## src/rtl/serial_cmp_arbiter_if.sv

```systemverilog
`default_nettype none
// ---------------------------------------------------------------------------
// serial_cmp_arbiter_if : request, comparator and response bundle
// Rev 1.0
// ---------------------------------------------------------------------------
interface serial_cmp_arbiter_if #(
  parameter int WIDTH = 8
) ();
  logic             req0_valid;
  logic [WIDTH-1:0] req0_a;
  logic [WIDTH-1:0] req0_b;
  logic             req0_ready;
  logic             req1_valid;
  logic [WIDTH-1:0] req1_a;
  logic [WIDTH-1:0] req1_b;
  logic             req1_ready;
  logic             cmp_rst;
  logic             cmp_a;
  logic             cmp_b;
  logic             cmp_gt;
  logic             cmp_eq;
  logic             cmp_lt;
  logic             rsp_valid;
  logic             rsp_ready;
  logic             rsp_id;
  logic             rsp_gt;
  logic             rsp_eq;
  logic             rsp_lt;
  logic             rsp_err;

  modport slave (
    input  req0_valid, req0_a, req0_b, req1_valid, req1_a, req1_b,
    input  cmp_gt, cmp_eq, cmp_lt, rsp_ready,
    output req0_ready, req1_ready, cmp_rst, cmp_a, cmp_b,
    output rsp_valid, rsp_id, rsp_gt, rsp_eq, rsp_lt, rsp_err
  );

  modport master (
    output req0_valid, req0_a, req0_b, req1_valid, req1_a, req1_b,
    output cmp_gt, cmp_eq, cmp_lt, rsp_ready,
    input  req0_ready, req1_ready, cmp_rst, cmp_a, cmp_b,
    input  rsp_valid, rsp_id, rsp_gt, rsp_eq, rsp_lt, rsp_err
  );
endinterface
`default_nettype wire

```

## src/rtl/serial_cmp_arbiter.sv

```systemverilog
`default_nettype none
// ---------------------------------------------------------------------------
// serial_cmp_arbiter : round-robin sharing of one bit-serial magnitude comparator
// Rev 1.0
// ---------------------------------------------------------------------------
module serial_cmp_arbiter #(
  parameter int WIDTH = 8
) (
  input  logic                  clk,
  input  logic                  reset,
  serial_cmp_arbiter_if.slave   bus
);
  localparam int CNT_W = $clog2(WIDTH + 1);
  localparam logic [CNT_W-1:0] C_LAST = CNT_W'(WIDTH - 1);

  typedef enum logic [2:0] {
    S_IDLE  = 3'd0,
    S_CLR   = 3'd1,
    S_SHIFT = 3'd2,
    S_CAPT  = 3'd3,
    S_RESP  = 3'd4
  } state_t;

  state_t           state_q, state_d;
  logic [WIDTH-1:0] a_sh_q, a_sh_d;
  logic [WIDTH-1:0] b_sh_q, b_sh_d;
  logic [CNT_W-1:0] cnt_q, cnt_d;
  logic             last_grant_q, last_grant_d;
  logic             cmp_rst_q;
  logic             rsp_valid_q, rsp_valid_d;
  logic             rsp_id_q, rsp_id_d;
  logic             rsp_gt_q, rsp_gt_d;
  logic             rsp_eq_q, rsp_eq_d;
  logic             rsp_lt_q, rsp_lt_d;
  logic             rsp_err_q, rsp_err_d;

  logic             w_any;
  logic             w_grant;
  logic             w_onehot;
  logic             w_req0_ready;
  logic             w_req1_ready;

  always_comb begin
    w_any   = bus.req0_valid | bus.req1_valid;
    // On contention the requester that did not win last time gets the slot
    w_grant = (bus.req0_valid & bus.req1_valid) ? ~last_grant_q : bus.req1_valid;
    w_onehot = (bus.cmp_gt ^ bus.cmp_eq ^ bus.cmp_lt) &
               ~(bus.cmp_gt & bus.cmp_eq & bus.cmp_lt);

    state_d      = state_q;
    a_sh_d       = a_sh_q;
    b_sh_d       = b_sh_q;
    cnt_d        = cnt_q;
    last_grant_d = last_grant_q;
    rsp_valid_d  = rsp_valid_q;
    rsp_id_d     = rsp_id_q;
    rsp_gt_d     = rsp_gt_q;
    rsp_eq_d     = rsp_eq_q;
    rsp_lt_d     = rsp_lt_q;
    rsp_err_d    = rsp_err_q;
    w_req0_ready = 1'b0;
    w_req1_ready = 1'b0;

    case (state_q)
      S_IDLE: begin
        if (w_any) begin
          w_req0_ready = ~w_grant;
          w_req1_ready = w_grant;
          a_sh_d       = w_grant ? bus.req1_a : bus.req0_a;
          b_sh_d       = w_grant ? bus.req1_b : bus.req0_b;
          rsp_id_d     = w_grant;
          last_grant_d = w_grant;
          state_d      = S_CLR;
        end
      end
      S_CLR: begin
        cnt_d   = '0;
        state_d = S_SHIFT;
      end
      S_SHIFT: begin
        a_sh_d = a_sh_q >> 1;
        b_sh_d = b_sh_q >> 1;
        cnt_d  = cnt_q + CNT_W'(1);
        if (cnt_q == C_LAST) begin
          state_d = S_CAPT;
        end
      end
      S_CAPT: begin
        rsp_gt_d    = bus.cmp_gt;
        rsp_eq_d    = bus.cmp_eq;
        rsp_lt_d    = bus.cmp_lt;
        rsp_err_d   = ~w_onehot;
        rsp_valid_d = 1'b1;
        state_d     = S_RESP;
      end
      S_RESP: begin
        if (bus.rsp_ready) begin
          rsp_valid_d = 1'b0;
          state_d     = S_IDLE;
        end
      end
      default: state_d = S_IDLE;
    endcase
  end

  always_ff @(posedge clk or posedge reset) begin
    if (reset) begin
      state_q      <= S_IDLE;
      a_sh_q       <= '0;
      b_sh_q       <= '0;
      cnt_q        <= '0;
      last_grant_q <= 1'b1;
      cmp_rst_q    <= 1'b1;
      rsp_valid_q  <= 1'b0;
      rsp_id_q     <= 1'b0;
      rsp_gt_q     <= 1'b0;
      rsp_eq_q     <= 1'b0;
      rsp_lt_q     <= 1'b0;
      rsp_err_q    <= 1'b0;
    end else begin
      state_q      <= state_d;
      a_sh_q       <= a_sh_d;
      b_sh_q       <= b_sh_d;
      cnt_q        <= cnt_d;
      last_grant_q <= last_grant_d;
      // Registered so the comparator sees a glitch-free clear for the CLR cycle
      cmp_rst_q    <= (state_d == S_CLR);
      rsp_valid_q  <= rsp_valid_d;
      rsp_id_q     <= rsp_id_d;
      rsp_gt_q     <= rsp_gt_d;
      rsp_eq_q     <= rsp_eq_d;
      rsp_lt_q     <= rsp_lt_d;
      rsp_err_q    <= rsp_err_d;
    end
  end

  assign bus.req0_ready = w_req0_ready;
  assign bus.req1_ready = w_req1_ready;
  assign bus.cmp_rst    = cmp_rst_q;
  assign bus.cmp_a      = (state_q == S_SHIFT) & a_sh_q[0];
  assign bus.cmp_b      = (state_q == S_SHIFT) & b_sh_q[0];
  assign bus.rsp_valid  = rsp_valid_q;
  assign bus.rsp_id     = rsp_id_q;
  assign bus.rsp_gt     = rsp_gt_q;
  assign bus.rsp_eq     = rsp_eq_q;
  assign bus.rsp_lt     = rsp_lt_q;
  assign bus.rsp_err    = rsp_err_q;
endmodule
`default_nettype wire

```

## src/flat_wrapper.sv

```systemverilog
// flat-port wrapper written by rule: the top's interface ports become plain ports
module serial_cmp_arbiter_flat 
#(
  parameter int WIDTH = 8
)
  (clk, reset, bus_req0_valid, bus_req0_a, bus_req0_b, bus_req1_valid, bus_req1_a, bus_req1_b, bus_cmp_gt, bus_cmp_eq, bus_cmp_lt, bus_rsp_ready, bus_req0_ready, bus_req1_ready, bus_cmp_rst, bus_cmp_a, bus_cmp_b, bus_rsp_valid, bus_rsp_id, bus_rsp_gt, bus_rsp_eq, bus_rsp_lt, bus_rsp_err);
  serial_cmp_arbiter_if #(.WIDTH(WIDTH)) bus_i ();
  input  logic clk;
  input  logic reset;
  input wire logic [$bits(bus_i.req0_valid)-1:0] bus_req0_valid;
  input wire logic [$bits(bus_i.req0_a)-1:0] bus_req0_a;
  input wire logic [$bits(bus_i.req0_b)-1:0] bus_req0_b;
  input wire logic [$bits(bus_i.req1_valid)-1:0] bus_req1_valid;
  input wire logic [$bits(bus_i.req1_a)-1:0] bus_req1_a;
  input wire logic [$bits(bus_i.req1_b)-1:0] bus_req1_b;
  input wire logic [$bits(bus_i.cmp_gt)-1:0] bus_cmp_gt;
  input wire logic [$bits(bus_i.cmp_eq)-1:0] bus_cmp_eq;
  input wire logic [$bits(bus_i.cmp_lt)-1:0] bus_cmp_lt;
  input wire logic [$bits(bus_i.rsp_ready)-1:0] bus_rsp_ready;
  output wire logic [$bits(bus_i.req0_ready)-1:0] bus_req0_ready;
  output wire logic [$bits(bus_i.req1_ready)-1:0] bus_req1_ready;
  output wire logic [$bits(bus_i.cmp_rst)-1:0] bus_cmp_rst;
  output wire logic [$bits(bus_i.cmp_a)-1:0] bus_cmp_a;
  output wire logic [$bits(bus_i.cmp_b)-1:0] bus_cmp_b;
  output wire logic [$bits(bus_i.rsp_valid)-1:0] bus_rsp_valid;
  output wire logic [$bits(bus_i.rsp_id)-1:0] bus_rsp_id;
  output wire logic [$bits(bus_i.rsp_gt)-1:0] bus_rsp_gt;
  output wire logic [$bits(bus_i.rsp_eq)-1:0] bus_rsp_eq;
  output wire logic [$bits(bus_i.rsp_lt)-1:0] bus_rsp_lt;
  output wire logic [$bits(bus_i.rsp_err)-1:0] bus_rsp_err;
  assign bus_i.req0_valid = bus_req0_valid;
  assign bus_i.req0_a = bus_req0_a;
  assign bus_i.req0_b = bus_req0_b;
  assign bus_i.req1_valid = bus_req1_valid;
  assign bus_i.req1_a = bus_req1_a;
  assign bus_i.req1_b = bus_req1_b;
  assign bus_i.cmp_gt = bus_cmp_gt;
  assign bus_i.cmp_eq = bus_cmp_eq;
  assign bus_i.cmp_lt = bus_cmp_lt;
  assign bus_i.rsp_ready = bus_rsp_ready;
  assign bus_req0_ready = bus_i.req0_ready;
  assign bus_req1_ready = bus_i.req1_ready;
  assign bus_cmp_rst = bus_i.cmp_rst;
  assign bus_cmp_a = bus_i.cmp_a;
  assign bus_cmp_b = bus_i.cmp_b;
  assign bus_rsp_valid = bus_i.rsp_valid;
  assign bus_rsp_id = bus_i.rsp_id;
  assign bus_rsp_gt = bus_i.rsp_gt;
  assign bus_rsp_eq = bus_i.rsp_eq;
  assign bus_rsp_lt = bus_i.rsp_lt;
  assign bus_rsp_err = bus_i.rsp_err;
  serial_cmp_arbiter #(.WIDTH(WIDTH)) u_core (.clk(clk), .reset(reset), .bus(bus_i));
endmodule
```

## config.mk

```make
export PLATFORM = sky130hd
export DESIGN_NAME = serial_cmp_arbiter_flat
export DESIGN_NICKNAME = d
export VERILOG_FILES = /design/src/rtl/serial_cmp_arbiter_if.sv /design/src/rtl/serial_cmp_arbiter.sv /design/src/flat_wrapper.sv
export SDC_FILE = /design/constraint.sdc
export NUM_CORES = 1
export LEC_CHECK = 0
export ABC_CLOCK_PERIOD_IN_PS = 1760
export BUFFER_PORTS_ARGS = -buffer_cell sky130_fd_sc_hd__buf_2
export CAP_MARGIN = 25
export CORE_MARGIN = 3
export CORE_UTILIZATION = 50
export DETAILED_ROUTE_END_ITERATION = 6
export PLACE_DENSITY = 0.84
export SLEW_MARGIN = 10
export SYNTH_ARGS = -nofsm -noshare
export SYNTH_HDL_FRONTEND = slang
export SYNTH_SLANG_ARGS = --single-unit
export TNS_END_PERCENT = 50
```

## constraint.sdc

```tcl
create_clock -name clk -period 1.76 [get_ports clk]
set_input_delay 0.528 -clock clk [delete_from_list [all_inputs] [get_ports clk]]
set_output_delay 0.528 -clock clk [all_outputs]
set_load 0.02 [all_outputs]
```

# Word-level counts from Yosys, hierarchy flattened

Cells that the tools add are included.

Register bits: 31
Output and inout bits: 11
Logic and storage cells: 59

Bitwise logic cells: 13
Add/subtract/negate cells: 1
Reduce and logical (&&, ||, !) cells: 7
Multiplexer cells: 18
Eq/ne operators: 8

Operators with widths:

| operator                                             | count |
|---|---|
| 2-to-1 mux 8 bit                                     | 4 |
| one-hot mux 8 bit (2 select lines)                   | 2 |
| one-hot mux 3 bit (5 select lines)                   | 1 |
| 2-to-1 mux 3 bit                                     | 3 |
| one-hot mux 4 bit (2 select lines)                   | 1 |
| AND 1 bit                                            | 6 |
| equality test 3 x 1 -> 1 bit (second input constant) | 2 |
| equality test 3 x 2 -> 1 bit (second input constant) | 2 |
| 2-to-1 mux 1 bit                                     | 6 |
| AND reduction 2 bit                                  | 3 |
| nonzero test 2 bit                                   | 3 |
| adder 4 x 1 -> 4 bit (second input constant)         | 1 |
| equality test 4 x 3 -> 1 bit (second input constant) | 1 |
| inverter 1 bit                                       | 4 |
| equality test 3 bit (second input constant)          | 1 |
| zero test 3 bit                                      | 1 |
| != test 2 x 1 -> 1 bit (second input constant)       | 1 |
| != test 2 bit (second input constant)                | 1 |
| one-hot mux 1 bit (2 select lines)                   | 1 |
| bitwise XOR 1 bit                                    | 2 |
| OR 1 bit                                             | 1 |

# Logic depth before layout (Yosys ltp)

Word-level depth: 5
Gate-level depth with buffers: 5
Gate-level depth less buffers: 4

# Least setup slack after synthesis

No wires, ideal clock.

Path type: reg2out
Start: reg u_core.state_q[2]
End: out bus_req0_ready
Buffers on the path: 2
Data required time: 1232 ps
Path slack: -39 ps
Cell stages (with the launch flop): 6
Data arrival time: 1271 ps
Cells stage by stage: dfrtp_1 buf_4 nor3_4 o21ai_1 buf_2 nor2_1

Longest elaborated chain between the ends: 2

Ends and longest elaborated chain:

| item                     | line                      | RTL |
|---|---|---|
| start: declaration       | serial_cmp_arbiter.sv:24  | `state_t state_q, state_d;` |
| start signal: assignment | serial_cmp_arbiter.sv:121 | `state_q <= state_d;` |
| zero test 3 bit          | serial_cmp_arbiter.sv:64  | `case (state_q)` |
| 2-to-1 mux 1 bit         | serial_cmp_arbiter.sv:64  |  |
| end: declaration         | flat_wrapper.sv:20        | `output wire logic [$bits(bus_i.req0_ready)-1:0] bus_req0_ready;` |

No other way between the ends.

# Final worst setup path

Same ends and word-level chain as after synthesis.

==> impl_metrics.py <==
metrics = {
    "run_status": {
        "status": "finished, violations left",
        "violations": "setup timing",
    },
    "synth": {
        "yosysWarnings": 0,
        "ys_async_sr_fraction": 1.00,
        "mappedNetlistArea_mm2": 0.00161,
        "synth.distinct_cells": 32,
        "syn_inst": 151,
        "ys_ff_latch": 31,
        "synth_ff_type": "dfrtp_1",
        "avgSynthCellArea_um2": 10.6,
        "yosysSeqAreaShare": 0.484,
        "synth_fp_nets": 193,
        "synth_edf_count": 0,
    },
    "global_routing": {
        "use_met3": 0.0558,
        "grt_pass1_wl_mm": 5.80,
        "top_usage_layer": "met2",
        "track_usage": 0.190,
        "grt_max_degree": 32,
        "grt_overflow_total": 0,
        "grt_pass1_vias": 1311,
        "antenna_found_initial": 0,
        "met2_usage": 0.317,
        "grt.met1_usage": 0.215,
    },
    "setup_path": {
        "r2r_cells": 4,
        "crit_path_end_kind": "output pin",
        "worstPathArrival_ns": 1.37,
        "path_class": "reg2out",
        "required_ns": 1.23,
        "path_max_fanout": 4,
        "crit-reg2reg-launch": "u_core.state_q[2]",
        "r2r-end": "u_core.b_sh_q[4]",
        "start_kind": "flop",
        "rrSetupSlack_ns": 0.15,
    },
    "timing": {
        "relSlewSlack": 0.633,
        "worst_pin_slew_ns": 0.549,
        "setup_viol": 4,
        "clock-skew-final_ns": 0.00834,
        "period_minus_slack_ns": 1.90,
        "final_max_slew_viol_count": 0,
        "finalCritPeriodShare": 1.08,
        "rsz0062_at_grt": "yes",
        "fmax_mhz": 527,
        "hold_violations": 0,
        "fin_ws_ns": -0.137,
    },
    "power": {
        "total_power_mw": 3.43,
        "ir_worst_vdd_mv": 0.957,
        "p_per_area_mw_per_mm2": 1700,
        "p_leak_nw": 1.01,
    },
    "routing": {
        "first_pass_iters": 4,
        "drcViolationCount": 0,
        "drt-total-wl_mm": 3.43,
        "postRouteAntennaNets": 0,
        "avgViaCountPerCell": 5.23,
        "drt_iter0_drc": 37,
        "routed-via-count": 1334,
        "wire_per_inst_um": 13.4,
    },
    "placed_design": {
        "place.gp.congestion": 0.802,
        "dpl_cell_area_mm2": 0.00190,
        "portBuffers": 50,
        "dp_hpwl_mm": 2.51,
    },
    "clocking": {
        "numCtsBuffers": 5,
        "clk_path_buf_depth": 2,
        "clkSinkCount": 31,
        "cts_tree": "yes",
        "cts_root_buf": "clkbuf_4",
        "clock_latency_ns": 0.33,
        "h-tree-depth": 2,
        "holdBufCountCts": 0,
        "clkTransAtPathRegs_ns": 0.10,
    },
    "layout": {
        "final_cell_area_mm2": 0.00202,
        "layout-drive-gt1-share": 0.390,
        "final_cell_mix": "46 x buf_2, 27 x dfrtp_1, 19 x mux2i_1, 19 x nand2_1",
        "nNetsFinal": 254,
        "mostFrequentLayoutCell": "buf_2",
        "fillers": 225,
        "area_growth_pct": 25.4,
        "n_antenna_cell": 0,
    },
    "floorplan": {
        "core_mm2": 0.00290,
        "start_util": 0.554,
        "die_area_mm2": 0.00393,
        "ios": 51,
        "fp.dieH_um": 62.7,
        "die_w_um": 62.7,
        "rows": 19,
    },
    "run": {
        "drv_cap": 0,
    },
    "worst_hold_path": {
        "hold_path_class": "in2async",
    },
}
## critical path, cell delays in order, from the launching register on
cell and delay [ns]:
dfrtp_2 0.47, nor3_4 0.21, o21ai_2 0.09, nor2_2 0.13, buf_6 0.14
## area by class of cell
| class | count | area [µm²] | share of cell area |
|---|---|---|---|
| tap | 42 | 52.6 | 0.0261 |
| inverter | 17 | 63.8 | 0.0317 |
| sequential | 31 | 781 | 0.387 |
| multi-input combinational | 93 | 701 | 0.348 |
| timing repair buffer | 64 | 369 | 0.183 |
| clock buffer | 8 | 48.8 | 0.0242 |
## cell usage after synthesis (2+ instances only)
cell	n	area share
nand2_1	19	0.044
o21ai_0	2	0.0062
buf_6	2	0.014
o221ai_1	14	0.076
buf_4	2	0.0093
nand3_1	2	0.0062
and2_1	3	0.012
nor2_1	5	0.012
a31oi_1	2	0.0078
dfrtp_1	29	0.45
a21oi_1	5	0.016
inv_1	17	0.040
buf_2	5	0.016
nand2b_1	3	0.012
ha_1	2	0.016
dfstp_2	2	0.033
mux2i_1	19	0.12
mux2_2	4	0.028
## metal layers
layer,vias up,wire length (µm)
met2,36,1710
met1,633,1440
met4,0,98
li1,656,-
met3,9,168
met5,-,0
## state kept, by name, summed over array words and instances (netlist names)
register	flops
u_core.b_sh_q	8
u_core.bus.rsp_valid	1
u_core.bus.rsp_gt	1
u_core.bus.rsp_err	1
u_core.bus.rsp_lt	1
u_core.last_grant_q	1
u_core.cnt_q	4
u_core.state_q	3
u_core.a_sh_q	8
u_core.bus.rsp_id	1
u_core.bus.cmp_rst	1
u_core.bus.rsp_eq	1
## how the worst max path moves through the flow
stage | from | endpoint | slack, ns | cells after the start
after global placement | bus_req0_valid | bus_req1_ready | 0.07 | 4
after global routing | u_core.state_q[2] | bus_req0_ready | -0.21 | 4
after floorplan | u_core.state_q[2] | bus_req0_ready | 0.04 | 5
final | u_core.state_q[2] | bus_req0_ready | -0.14 | 4
after detailed placement | bus_req0_valid | u_core.b_sh_q[4] | 0.003 | 4
after CTS | u_core.state_q[0] | bus_req0_ready | -0.14 | 4
## report_power, final
part           switching (mW)  internal, mW  total (mW)  leakage, nW
logic                   0.925         0.811        1.74        0.607
registers               0.233          1.07        1.31        0.378
clock network           0.227         0.159       0.386       0.0265
total                    1.38          2.04        3.43         1.01
## logic make-up after synthesis
| family | Yosys count | share of synthesized area |
|---|---|---|
| muxes | 23 | 0.146 |
| adders and majority gates | 2 | 0.0156 |
| AOI/OAI and AO/OA | 28 | 0.130 |
| xor gates and xnor gates | 1 | 0.00545 |
| buffers and inverters | 27 | 0.0879 |
| DFF | 31 | 0.484 |
| and+or+nand+nor | 39 | 0.131 |
## timing repair
action                     4_1_cts  5_1_grt
setup endpoints to repair        6        4
hold endpoints to repair         0        0
setup buffers                    5        1
pin swaps                        5        1
gates resized for setup          9        0
## metrics by stage
step / worst slack (ns) / setup TNS [ns] / util / std cells / hold slack, ns
3_5_place_dp: 0.00296 / 0 / 0.654 / 241 / 0.462
2_1_floorplan: 0.0418 / 0 / - / 151 / 0.442
6_report: -0.137 / -0.369 / 0.695 / 255 / 0.255
5_1_grt: -0.214 / -0.659 / 0.695 / 255 / 0.298
4_1_cts: -0.135 / -0.425 / 0.692 / 254 / 0.271
3_3_place_gp: 0.0691 / 0 / 0.654 / 241 / 0.453
No activity file was read; power rests on OpenSTA's default activity.
